[src/rtl/mmio_uart_tx.sv]
// mmio_uart_tx: memory-mapped 8N1 UART transmitter snooping the CPU store bus.
// Stores to TX_ADDR are queued in a small FIFO and serialized LSB first on tx.
// Ports:
//   clk, reset         - clock, synchronous active-high reset
//   mem_write          - CPU store strobe
//   data_addr          - CPU store address (exact 32-bit match against TX_ADDR)
//   write_data         - CPU store data, byte [7:0] is transmitted
//   tx                 - serial line, idle high, registered
//   busy               - FSM active or FIFO non-empty
//   fifo_full          - FIFO holds FIFO_DEPTH bytes
//   overflow           - sticky, a store was dropped because the FIFO was full
//   tx_count           - completed frames, wrapping
module mmio_uart_tx #(
  parameter int unsigned CLKS_PER_BIT = 16,
  parameter int unsigned FIFO_DEPTH   = 4,
  parameter logic [31:0] TX_ADDR      = 32'hFFFF_FFF0
) (
  input  logic        clk,
  input  logic        reset,
  input  logic        mem_write,
  input  logic [31:0] data_addr,
  input  logic [31:0] write_data,
  output logic        tx,
  output logic        busy,
  output logic        fifo_full,
  output logic        overflow,
  output logic [15:0] tx_count
);

  localparam int unsigned PTR_W    = $clog2(FIFO_DEPTH);
  localparam int unsigned CNT_W    = PTR_W + 1;
  localparam int unsigned BAUD_W   = $clog2(CLKS_PER_BIT);
  localparam int unsigned BAUD_MAX = CLKS_PER_BIT - 1;

  typedef enum logic [1:0] {S_IDLE, S_START, S_DATA, S_STOP} state_t;

  state_t              r_state;
  logic [BAUD_W-1:0]   r_baud;
  logic [2:0]          r_bit;
  logic [7:0]          r_shift;
  logic                r_tx;
  logic [7:0]          r_mem [FIFO_DEPTH];
  logic [PTR_W-1:0]    r_wr_ptr;
  logic [PTR_W-1:0]    r_rd_ptr;
  logic [CNT_W-1:0]    r_count;
  logic                r_busy;
  logic                r_fifo_full;
  logic                r_overflow;
  logic [15:0]         r_tx_count;

  state_t              w_state_nxt;
  logic [BAUD_W-1:0]   w_baud_nxt;
  logic [2:0]          w_bit_nxt;
  logic [7:0]          w_shift_nxt;
  logic                w_tx_nxt;
  logic                w_pop;
  logic                w_frame_done;
  logic                w_push;
  logic                w_push_ok;
  logic                w_empty;
  logic                w_full;
  logic                w_baud_end;
  logic [CNT_W-1:0]    w_count_nxt;
  logic                w_unused_data;

  assign w_push        = mem_write && (data_addr == TX_ADDR);
  assign w_empty       = (r_count == '0);
  assign w_full        = (r_count == CNT_W'(FIFO_DEPTH));
  assign w_baud_end    = (r_baud == BAUD_W'(BAUD_MAX));
  // A full FIFO still accepts a store when the head leaves on the same edge.
  assign w_push_ok     = w_push && (!w_full || w_pop);
  assign w_unused_data = ^write_data[31:8];

  // Next-state, serializer and pop decode.
  always_comb begin
    w_state_nxt  = r_state;
    w_baud_nxt   = r_baud + BAUD_W'(1);
    w_bit_nxt    = r_bit;
    w_shift_nxt  = r_shift;
    w_tx_nxt     = r_tx;
    w_pop        = 1'b0;
    w_frame_done = 1'b0;
    case (r_state)
      S_IDLE: begin
        w_tx_nxt   = 1'b1;
        w_baud_nxt = '0;
        if (!w_empty) begin
          w_pop       = 1'b1;
          w_shift_nxt = r_mem[r_rd_ptr];
          w_state_nxt = S_START;
          w_tx_nxt    = 1'b0;
        end
      end
      S_START: begin
        if (w_baud_end) begin
          w_baud_nxt  = '0;
          w_bit_nxt   = '0;
          w_state_nxt = S_DATA;
          w_tx_nxt    = r_shift[0];
        end
      end
      S_DATA: begin
        if (w_baud_end) begin
          w_baud_nxt = '0;
          if (r_bit == 3'd7) begin
            w_state_nxt = S_STOP;
            w_tx_nxt    = 1'b1;
          end else begin
            // Present the next bit from the register so tx stays a flop output.
            w_shift_nxt = {1'b0, r_shift[7:1]};
            w_tx_nxt    = r_shift[1];
            w_bit_nxt   = r_bit + 3'd1;
          end
        end
      end
      S_STOP: begin
        if (w_baud_end) begin
          w_baud_nxt   = '0;
          w_frame_done = 1'b1;
          if (!w_empty) begin
            // Chain straight into the next start bit, no idle gap.
            w_pop       = 1'b1;
            w_shift_nxt = r_mem[r_rd_ptr];
            w_state_nxt = S_START;
            w_tx_nxt    = 1'b0;
          end else begin
            w_state_nxt = S_IDLE;
            w_tx_nxt    = 1'b1;
          end
        end
      end
      default: begin
        w_state_nxt = S_IDLE;
        w_tx_nxt    = 1'b1;
        w_baud_nxt  = '0;
      end
    endcase
  end

  // FIFO occupancy after this edge.
  always_comb begin
    w_count_nxt = r_count;
    case ({w_push_ok, w_pop})
      2'b10:   w_count_nxt = r_count + CNT_W'(1);
      2'b01:   w_count_nxt = r_count - CNT_W'(1);
      default: w_count_nxt = r_count;
    endcase
  end

  // FIFO storage; contents need no reset, the pointers define validity.
  always_ff @(posedge clk) begin
    if (w_push_ok) begin
      r_mem[r_wr_ptr] <= write_data[7:0];
    end
  end

  // State, pointers and registered status outputs.
  always_ff @(posedge clk) begin
    if (reset) begin
      r_state     <= S_IDLE;
      r_baud      <= '0;
      r_bit       <= '0;
      r_shift     <= '0;
      r_tx        <= 1'b1;
      r_wr_ptr    <= '0;
      r_rd_ptr    <= '0;
      r_count     <= '0;
      r_busy      <= 1'b0;
      r_fifo_full <= 1'b0;
      r_overflow  <= 1'b0;
      r_tx_count  <= '0;
    end else begin
      r_state     <= w_state_nxt;
      r_baud      <= w_baud_nxt;
      r_bit       <= w_bit_nxt;
      r_shift     <= w_shift_nxt;
      r_tx        <= w_tx_nxt;
      r_count     <= w_count_nxt;
      r_busy      <= (w_state_nxt != S_IDLE) || (w_count_nxt != '0);
      r_fifo_full <= (w_count_nxt == CNT_W'(FIFO_DEPTH));
      if (w_push_ok) begin
        r_wr_ptr <= r_wr_ptr + PTR_W'(1);
      end
      if (w_pop) begin
        r_rd_ptr <= r_rd_ptr + PTR_W'(1);
      end
      if (w_push && !w_push_ok) begin
        r_overflow <= 1'b1;
      end
      if (w_frame_done) begin
        r_tx_count <= r_tx_count + 16'd1;
      end
    end
  end

  assign tx        = r_tx;
  assign busy      = r_busy;
  assign fifo_full = r_fifo_full;
  assign overflow  = r_overflow;
  assign tx_count  = r_tx_count;

endmodule

[config.mk]
export PLATFORM = sky130hd
export DESIGN_NAME = mmio_uart_tx
export DESIGN_NICKNAME = d
export VERILOG_FILES = /design/src/rtl/mmio_uart_tx.sv
export SDC_FILE = /design/constraint.sdc
export NUM_CORES = 1
export LEC_CHECK = 0
export CAP_MARGIN = 0
export CORE_ASPECT_RATIO = 0.75
export CORE_MARGIN = 8
export CORE_UTILIZATION = 45
export DETAILED_ROUTE_END_ITERATION = 7
export GPL_ROUTABILITY_DRIVEN = 0
export PLACE_DENSITY = 0.72
export SLEW_MARGIN = 30
export SYNTH_ARGS = -nofsm -noshare
export SYNTH_HDL_FRONTEND = slang
export SYNTH_SLANG_ARGS = --single-unit
[constraint.sdc]
create_clock -name clk -period 7 [get_ports clk]
set_input_delay 1.4 -clock clk [delete_from_list [all_inputs] [get_ports clk]]
set_output_delay 1.4 -clock clk [all_outputs]
set_load 0.05 [all_outputs]
After elaboration in Yosys (flattened, before gate mapping)
Memories as Yosys holds them, arrays and structs flattened. A register that Yosys moved wholly into a read port is not among the register bits.
Cells that the tools add are included.
{"block": "word_totals", "ff_bits": 44, "ram_bits": 32, "inputBits": 67, "out_inout_bits": 20, "mem_count": 1}
{"block": "op_classes", "n_addsub": 7, "n_eq_ne": 14, "muxes": 34, "reduce_logical": 17}
{"name": "r_mem", "words": 4, "width": 8, "read_ports": 1, "rd_ports_with_merged_regs": 1, "wr": 1, "line_no": "42", "text": "logic [7:0] r_mem [FIFO_DEPTH];"}
{"op": "32-bit equality test (second input constant)", "count": 1}
{"op": "8-bit 2-to-1 mux", "count": 4}
{"op": "8-bit one-hot mux with 3 select lines", "count": 1}
{"op": "16-bit by 1-bit adder with 16-bit output (second input constant)", "count": 1}
{"op": "2-bit 2-to-1 mux", "count": 7}
{"op": "1-bit 2-to-1 mux", "count": 12}
{"op": "3-bit one-hot mux with 2 select lines", "count": 2}
{"op": "3-bit equality test (second input constant)", "count": 3}
{"op": "3-bit 2-to-1 mux", "count": 3}
{"op": "2-bit inequality test (second input constant)", "count": 4}
{"op": "2-bit one-hot mux with 4 select lines", "count": 1}
{"op": "4-bit one-hot mux with 2 select lines", "count": 1}
{"op": "4-bit AND reduction", "count": 2}
{"op": "3-bit by 1-bit adder with 3-bit output (second input constant)", "count": 2}
{"op": "2-bit equality test (second input constant)", "count": 3}
{"op": "3-bit nonzero test", "count": 2}
{"op": "2-bit by 1-bit adder with 2-bit output (second input constant)", "count": 2}
{"op": "4-bit by 1-bit adder with 4-bit output (second input constant)", "count": 1}
{"op": "2-bit by 1-bit equality test with 1-bit output (second input constant)", "count": 2}
{"op": "4-bit equality test (second input constant)", "count": 1}
{"op": "4-bit 2-to-1 mux", "count": 1}
{"op": "1-bit one-hot mux with 4 select lines", "count": 1}
{"op": "2-bit nonzero test", "count": 2}
{"op": "1-bit logical AND", "count": 3}
{"op": "other kinds (8)", "count": 10}

Longest topological paths before layout
Gate-level depths: netlist of the first run.
{"block": "logic_depth", "word_depth": 10, "ltp_mapped": 11}

Worst setup path after synthesis of the first run
OpenSTA, ideal clock, no wires.
{"block": "synth_timing", "path_type": "input to register", "start": "input port data_addr[0]", "end": "register r_busy, in the netlist busy", "setup_ps": 77, "t_arrival_ps": 3418, "slack_ps": 3505, "cell_stages": 9, "path_cell_list": "or4b_4 -> nor4_4 -> nand3_1 -> nand2_1 -> fa_1 -> nand2_1 -> or3_1 -> o211a_2 -> a41oi_2"}
{"block": "synth_between", "elab_chain_cells": 7, "elab_cells_between_ends": 8, "cone_classes": "eq/ne (3); mux (1); reduce/logical (4)"}
{"element": "start: declaration", "line_no": "21", "text": "input logic [31:0] data_addr,"}
{"element": "32-bit equality test (*)", "line_no": "66", "text": "assign w_push = mem_write && (data_addr == TX_ADDR);"}
{"element": "1-bit logical AND (*)", "line_no": "66"}
{"element": "1-bit logical AND (*)", "line_no": "71", "text": "assign w_push_ok = w_push && (!w_full || w_pop);"}
{"element": "2-bit by 1-bit equality test with 1-bit output or 2-bit equality test (tied branches)", "line_no": "143", "text": "case ({w_push_ok, w_pop})"}
{"element": "3-bit one-hot mux with 2 select lines (*)", "line_no": "143"}
{"element": "3-bit nonzero test (*)", "line_no": "179", "text": "r_busy <= (w_state_nxt != S_IDLE) || (w_count_nxt != '0);"}
{"element": "1-bit logical OR (*)", "line_no": "179"}
{"element": "end signal: assignment", "line_no": "179"}
{"element": "end: declaration", "line_no": "46", "text": "logic r_busy;"}
Every way passes the cells marked *; elsewhere a longest branch is shown, timed or not.
A chain may end at the register's enable or synchronous reset.

Final worst setup path of the first run
Same ends and word-level chain as after synthesis.

==> results by group, run 1 <==
Run status
  – Status: finished, final reports clean

Floorplanning
  – Core Area: 0.00774 sq mm
  – Ports: 87
  – Die Y: 92.5 um
  – Die W: 118 um
  – Row cnt: 28
  – Die Footprint: 0.0109 sq mm
  – Starting Density: 45.3%

Clock network
  – Worst skew pair latency: 0.35 ns
  – CTS tree: done
  – Clock transition at path regs: 0.08 ns
  – Hold buffer count at cts: 0
  – Clock tree buffer depth: 2
  – CTS resizes: 0
  – CTS buffer count: 9
  – Clk sinks: 78
  – CTS root buffer: clkbuf_8
  – CTS HTree Levels: 3
  – Total setup buffers inserted after CTS: 0

Final layout
  – Most frequent cells in the layout: 62 x clkdlybuf4s50_1, 46 x dfxtp_1, 41 x nor2_1, 32 x edfxtp_1, 21 x nand2_1
  – Final nets: 451
  – Area Overhead vs Synth: 24.9%
  – Share of cells above drive strength 1: 9.60%
  – Fillers: 662
  – Diodes inserted: 0
  – Commonest non-fill, non-tap cell in the layout: clkdlybuf4s50_1

GRT
  – GRT Total Usage: 13.9%
  – GR Overflow Total: 0
  – Largest net degree at the start of global routing: 46
  – First-pass GRT wire length: 12300 um
  – Initial antenna violation count: 0
  – Number of global-route vias before repair: 2579

Detailed routing
  – Initial drt markers: 145
  – Drc violations: 0
  – Remaining antenna violation count after routing: 0
  – DR vias: 2498
  – Wirelength, routed: 7270 um
  – 1st-pass router iterations: 4
  – Average wire per standard cell: 15.1 um
  – Vias per inst: 5.20

STA
  – Post-Route Setup TNS: 0 ns
  – Slew @ Worst Pin: 0.793 ns
  – Slew Limit Headroom: 47.1%
  – Post-route setup slack: 3.23 ns
  – Clock skew: 0.0115 ns
  – Period minus WS final: 3.77 ns
  – Final Max Slew Viols: 0
  – Final Hold Vio Count: 0
  – Max Fclk: 265 MHz
  – RSZ-0062 raised after global routing: no
  – Crit share post-route: 53.9%
  – Final setup fails: 0

Synth
  – Yosys warnings: 0
  – Seq/Total Area, Yosys: 53.6%
  – Top post-synthesis cells by area: edfxtp_1 27%, dfxtp_1 26%, mux4_2 5.1%
  – Distinct cells, synth: 48
  – Syn_nets: 391
  – Seq cells post-synth: 78
  – Asr flop ratio synth: 0%
  – Syn Area/Cell: 11.3 sq um
  – Number of synthesized flops with an enable pin: 32
  – Synth top area share: 27.4%
  – Ys flop type: dfxtp_1
  – Leading area contributor after synthesis: edfxtp_1
  – Mapped Cells: 310
  – Post-Syn Area: 0.00351 sq mm

Critical path
  – Critical Path Most Common Cell: nand2_1
  – Crit path kind: input pin to register
  – Crit-path slowest cell: or4b_4
  – CP cell instances: clkdlybuf4s50_1, or4b_4, nor4_4, nand3_1, nand2_1, fa_1, nand2_1, or3_1, o211a_2, a41oi_2
  – CP delay by family, top: simple AND/OR/NAND/NOR gates
  – Startpoint Class: input pin
  – CP required: 7.28 ns
  – CP Buf/Inv Count: 1
  – CP max FO: 5
  – CP endpoint kind: register
  – Max incr delay on CP: 0.54 ns
  – CP arrival: 4.05 ns

Power and ir drop
  – VDD IR-drop max: 0.0000956 V
  – Power Density: 206 mW/mm^2
  – Leak: 1.46 nW

Placed design
  – Pre-CTS WS: 2.90 ns
  – Half-perimeter wire length after placement: 5340 um
  – Port bufs: 62

Run
  – Max cap viols: 0

Min path
  – Worst Hold Class: register to register
-- logic make-up after synthesis --
logic type	synth area share [%]
XOR/XNOR	5.24
flip-flops	53.6
AO/OA/AOI/OAI	7.70
buffers and inverters	2.60
AND/OR/NAND/NOR	17.9
adder cells (fa/ha/maj)	5.21
multiplexers	7.74
-- synth_stat cells (3+ instances only) --
library cell and count:
edfxtp_1 32, mux2i_1 8, and3_1 3, nor4_1 3, nor2_1 41, or3_1 5
ha_1 13, xnor2_1 9, a21oi_1 13, inv_1 8, mux4_2 8, xor2_1 12
nor3_1 6, a211oi_1 9, buf_1 3, o21ai_1 3, clkbuf_1 9, and2_1 6
nand2_1 21, nand3_1 10, o21ai_0 6, nand4_1 11, dfxtp_1 46
-- path summary, 6_finish.rpt --
kind,to,cells past startpoint,slack [ns],startpoint
min reg2reg,r_bit[2],2,0.46,r_bit[2]
max reg2reg,busy,10,3.90,r_state[0]
min,r_bit[2],2,0.46,r_bit[2]
max,busy,10,3.23,data_addr[0]
-- metal layers --
metal | part of all wire, % | vias up | routed length [um] | GRT usage (%)
met2 | 49 | 37 | 3550 | 22.9
met4 | 1.7 | 0 | 121 | 4.57
li1 | - | 1246 | - | -
met1 | 45 | 1203 | 3280 | 16.7
met5 | 0 | - | 0 | 0
met3 | 4.3 | 12 | 315 | 5.11
-- tightest hold or removal path, delay by kind of cell (launching register included) --
kind               cells  cell delay [ns]
AOI/OAI and AO/OA      1             0.05
and+or+nand+nor        1             0.05
DFF                    1             0.32
-- state kept, by name, indices dropped and copies added, names as in the netlist, named ones only --
name and cells:
r_bit 3, tx_count 16, r_state 2, overflow 1
r_count 3, r_wr_ptr 2, fifo_full 1, r_shift 8
r_rd_ptr 2, r_baud 4, r_mem 32, tx 1
busy 1
-- cell type report --
| type | instances | area, sq um | share of cell area [%] |
|---|---|---|---|
| multi-input combinational | 210 | 1540 | 35.0 |
| inverter | 8 | 30.0 | 0.686 |
| timing repair buffer | 63 | 628 | 14.3 |
| clock buffer | 10 | 128 | 2.91 |
| tap | 105 | 131 | 3.00 |
| sequential | 78 | 1880 | 43.0 |
| clock inverter | 6 | 46.3 | 1.06 |
-- power breakdown --
group / internal, mW / leakage, nW / switching, mW
Combinational: 0.0579 / 0.721 / 0.0602
Sequential: 0.481 / 0.658 / 0.00663
Clock: 0.131 / 0.0833 / 0.167
-- through the flow --
| stage | total power [mW] | cells | area [sq um] | hold slack (ns) | util [%] |
|---|---|---|---|---|---|
| floorplan | 0.574 | 310 | 3510 | 0.431 | - |
| global placement | 0.613 | 464 | 4210 | 0.435 | 54.3 |
| detailed placement | 0.616 | 464 | 4210 | 0.455 | 54.3 |
| CTS | 0.915 | 480 | 4380 | 0.467 | 56.6 |
| global route | 0.947 | 480 | 4380 | 0.494 | 56.6 |
| finish | 0.904 | 480 | 4380 | 0.464 | 56.6 |
(Power assumes the default switching activity.)
==> run 2, diff against run 1 <==
- clock period: 7 -> 3.6 ns (I/O delays scaled with it)
==> run 2 against run 1 <==
Net effect: global-route usage down 0.51 points; non-clock buffer count increased by 2; die area stayed put; worst hold slack got worse by 0.012 ns; critical endpoint unchanged.
==> results by group, run 2 (synthesis results as in run 1) <==
Floorplanning
  – Core Area: 0.00774 sq mm
  – Die W: 118 um
  – Die Footprint: 0.0109 sq mm
  – Die Y: 92.5 um
  – Row cnt: 28
  – Ports: 87
  – Starting Density: 45.3%

Critical path
  – Crit path kind: input pin to register
  – Crit-path slowest cell: or4b_4
  – Register-to-Register Path Depth: 12
  – CP Launch Point: data_addr[0]
  – CP required: 3.87 ns
  – CP max FO: 5
  – Startpoint Class: input pin
  – Critical Path Sink: busy
  – Worst reg2reg path endpoint: busy
  – RR Startpoint: r_state[0]
  – CP endpoint kind: register
  – Reg2Reg Setup Slack: 0.79 ns
  – Critical Path Most Common Cell: nand2_1
  – Max incr delay on CP: 0.54 ns
  – CP cell instances: clkdlybuf4s50_1, or4b_4, nor4_4, nand3_1, nand2_1, fa_1, nand2_1, or3_1, o211a_2, a41oi_2
  – CP arrival: 3.34 ns

STA
  – Crit share post-route: 85.3%
  – Max Fclk: 326 MHz
  – Final setup fails: 0
  – Final Max Slew Viols: 0
  – Clock skew: 0.0121 ns
  – Final Hold Vio Count: 0
  – Post-Route Setup TNS: 0 ns
  – Period minus WS final: 3.07 ns
  – RSZ-0062 raised after global routing: no
  – Slew Limit Headroom: 48.8%
  – Post-route setup slack: 0.529 ns
  – Slew @ Worst Pin: 0.769 ns

Detailed routing
  – Remaining antenna violation count after routing: 0
  – Initial drt markers: 110
  – Average wire per standard cell: 14.8 um
  – DR vias: 2490
  – Drc violations: 0
  – Wirelength, routed: 7120 um
  – Vias per inst: 5.17
  – 1st-pass router iterations: 4

Clock network
  – Clock transition at path regs: 0.09 ns
  – CTS HTree Levels: 3
  – Hold buffer count at cts: 0
  – CTS tree: done
  – Total setup buffers inserted after CTS: 0
  – CTS root buffer: clkbuf_8
  – CTS resizes: 0
  – CTS buffer count: 9
  – Worst skew pair latency: 0.35 ns
  – Clock tree buffer depth: 2
  – Clk sinks: 78

Final layout
  – Diodes inserted: 0
  – Commonest non-fill, non-tap cell in the layout: clkdlybuf4s50_1
  – Area Overhead vs Synth: 25.6%
  – Fillers: 640
  – Largest register by flop count: r_mem
  – Largest register FFs: 32
  – Most frequent cells in the layout: 62 x clkdlybuf4s50_1, 46 x dfxtp_1, 41 x nor2_1, 32 x edfxtp_1, 21 x nand2_1
  – Share of cells above drive strength 1: 10.3%
  – Final nets: 453
  – Final Non-Filler Cells: 482

GRT
  – GR Overflow Total: 0
  – Number of global-route vias before repair: 2446
  – First-pass GRT wire length: 11800 um
  – Largest net degree at the start of global routing: 31
  – GRT Total Usage: 13.4%
  – Initial antenna violation count: 0

Power and ir drop
  – Switch share: 25.8%
  – Int Pwr: 1.32 mW
  – Logic pwr share: 12.9%
  – VDD IR-drop max: 0.000194 V
  – Clock power share: 33.7%
  – Seq pwr share: 53.3%
  – Power Density: 404 mW/mm^2
  – Leak: 1.48 nW
  – Net Switching: 0.459 mW

Placed design
  – Port bufs: 62
  – Dpl cells: 466
  – Half-perimeter wire length after placement: 5260 um
  – Pre-CTS WS: 0.181 ns

Min path
  – Worst Hold Class: register to register
  – Hold Crit Start: overflow

Run
  – Max cap viols: 0

Run status
  – Status: finished, final reports clean
[run 2: metrics by stage]
step	utilization [%]	hold WS, ns	power [mW]	instance area, sq um
2_1_floorplan	-	0.431	1.12	3510
3_3_place_gp	54.5	0.434	1.19	4220
3_5_place_dp	54.5	0.446	1.20	4220
4_1_cts	56.9	0.460	1.79	4410
5_1_grt	56.9	0.480	1.86	4410
6_report	56.9	0.452	1.78	4410
[run 2: cell type report]
| cell class | instances | area [sq um] | area share [%] |
|---|---|---|---|
| Multi-Input combinational cell | 210 | 1540 | 34.8 |
| Timing Repair Buffer | 65 | 643 | 14.6 |
| Tap cell | 105 | 131 | 2.98 |
| Clock buffer | 10 | 138 | 3.12 |
| Sequential cell | 78 | 1880 | 42.7 |
| Inverter | 8 | 30.0 | 0.682 |
| Clock inverter | 6 | 46.3 | 1.05 |
[run 2: worst min path at each step]
stage,to,slack [ns],cells past startpoint
floorplan,r_baud[0],0.43,1
global placement,overflow,0.43,2
detailed placement,overflow,0.45,2
CTS,r_baud[0],0.46,1
global route,overflow,0.48,2
finish,overflow,0.45,2
[run 2: routing by layer]
layer  track usage, %  up-vias  share of wire, %  wire length (um)
li1                 -     1249                 -                 -
met4             4.14        0              0.91                65
met2             21.8       45                48              3430
met3             4.98        7               4.1               294
met5                0        -                 0                 0
met1             16.4     1189                47              3330
[run 2: power groups by stage]
| stage | Combinational, mW | Clock [mW] | Sequential [mW] |
|---|---|---|---|
| finish | 0.230 | 0.600 | 0.949 |
| global route | 0.257 | 0.654 | 0.952 |
| CTS | 0.230 | 0.615 | 0.948 |
| detailed placement | 0.229 | 0 | 0.968 |
| global placement | 0.223 | 0 | 0.969 |
| floorplan | 0.135 | 0 | 0.982 |
[run 2: critical path: cells and delay by family]
kind / cells / cell delay (ns)
adder cells (fa/ha/maj): 1 / 0.25
buffers and inverters: 1 / 0.39
AO/OA/AOI/OAI: 2 / 0.43
AND/OR/NAND/NOR: 6 / 1.56
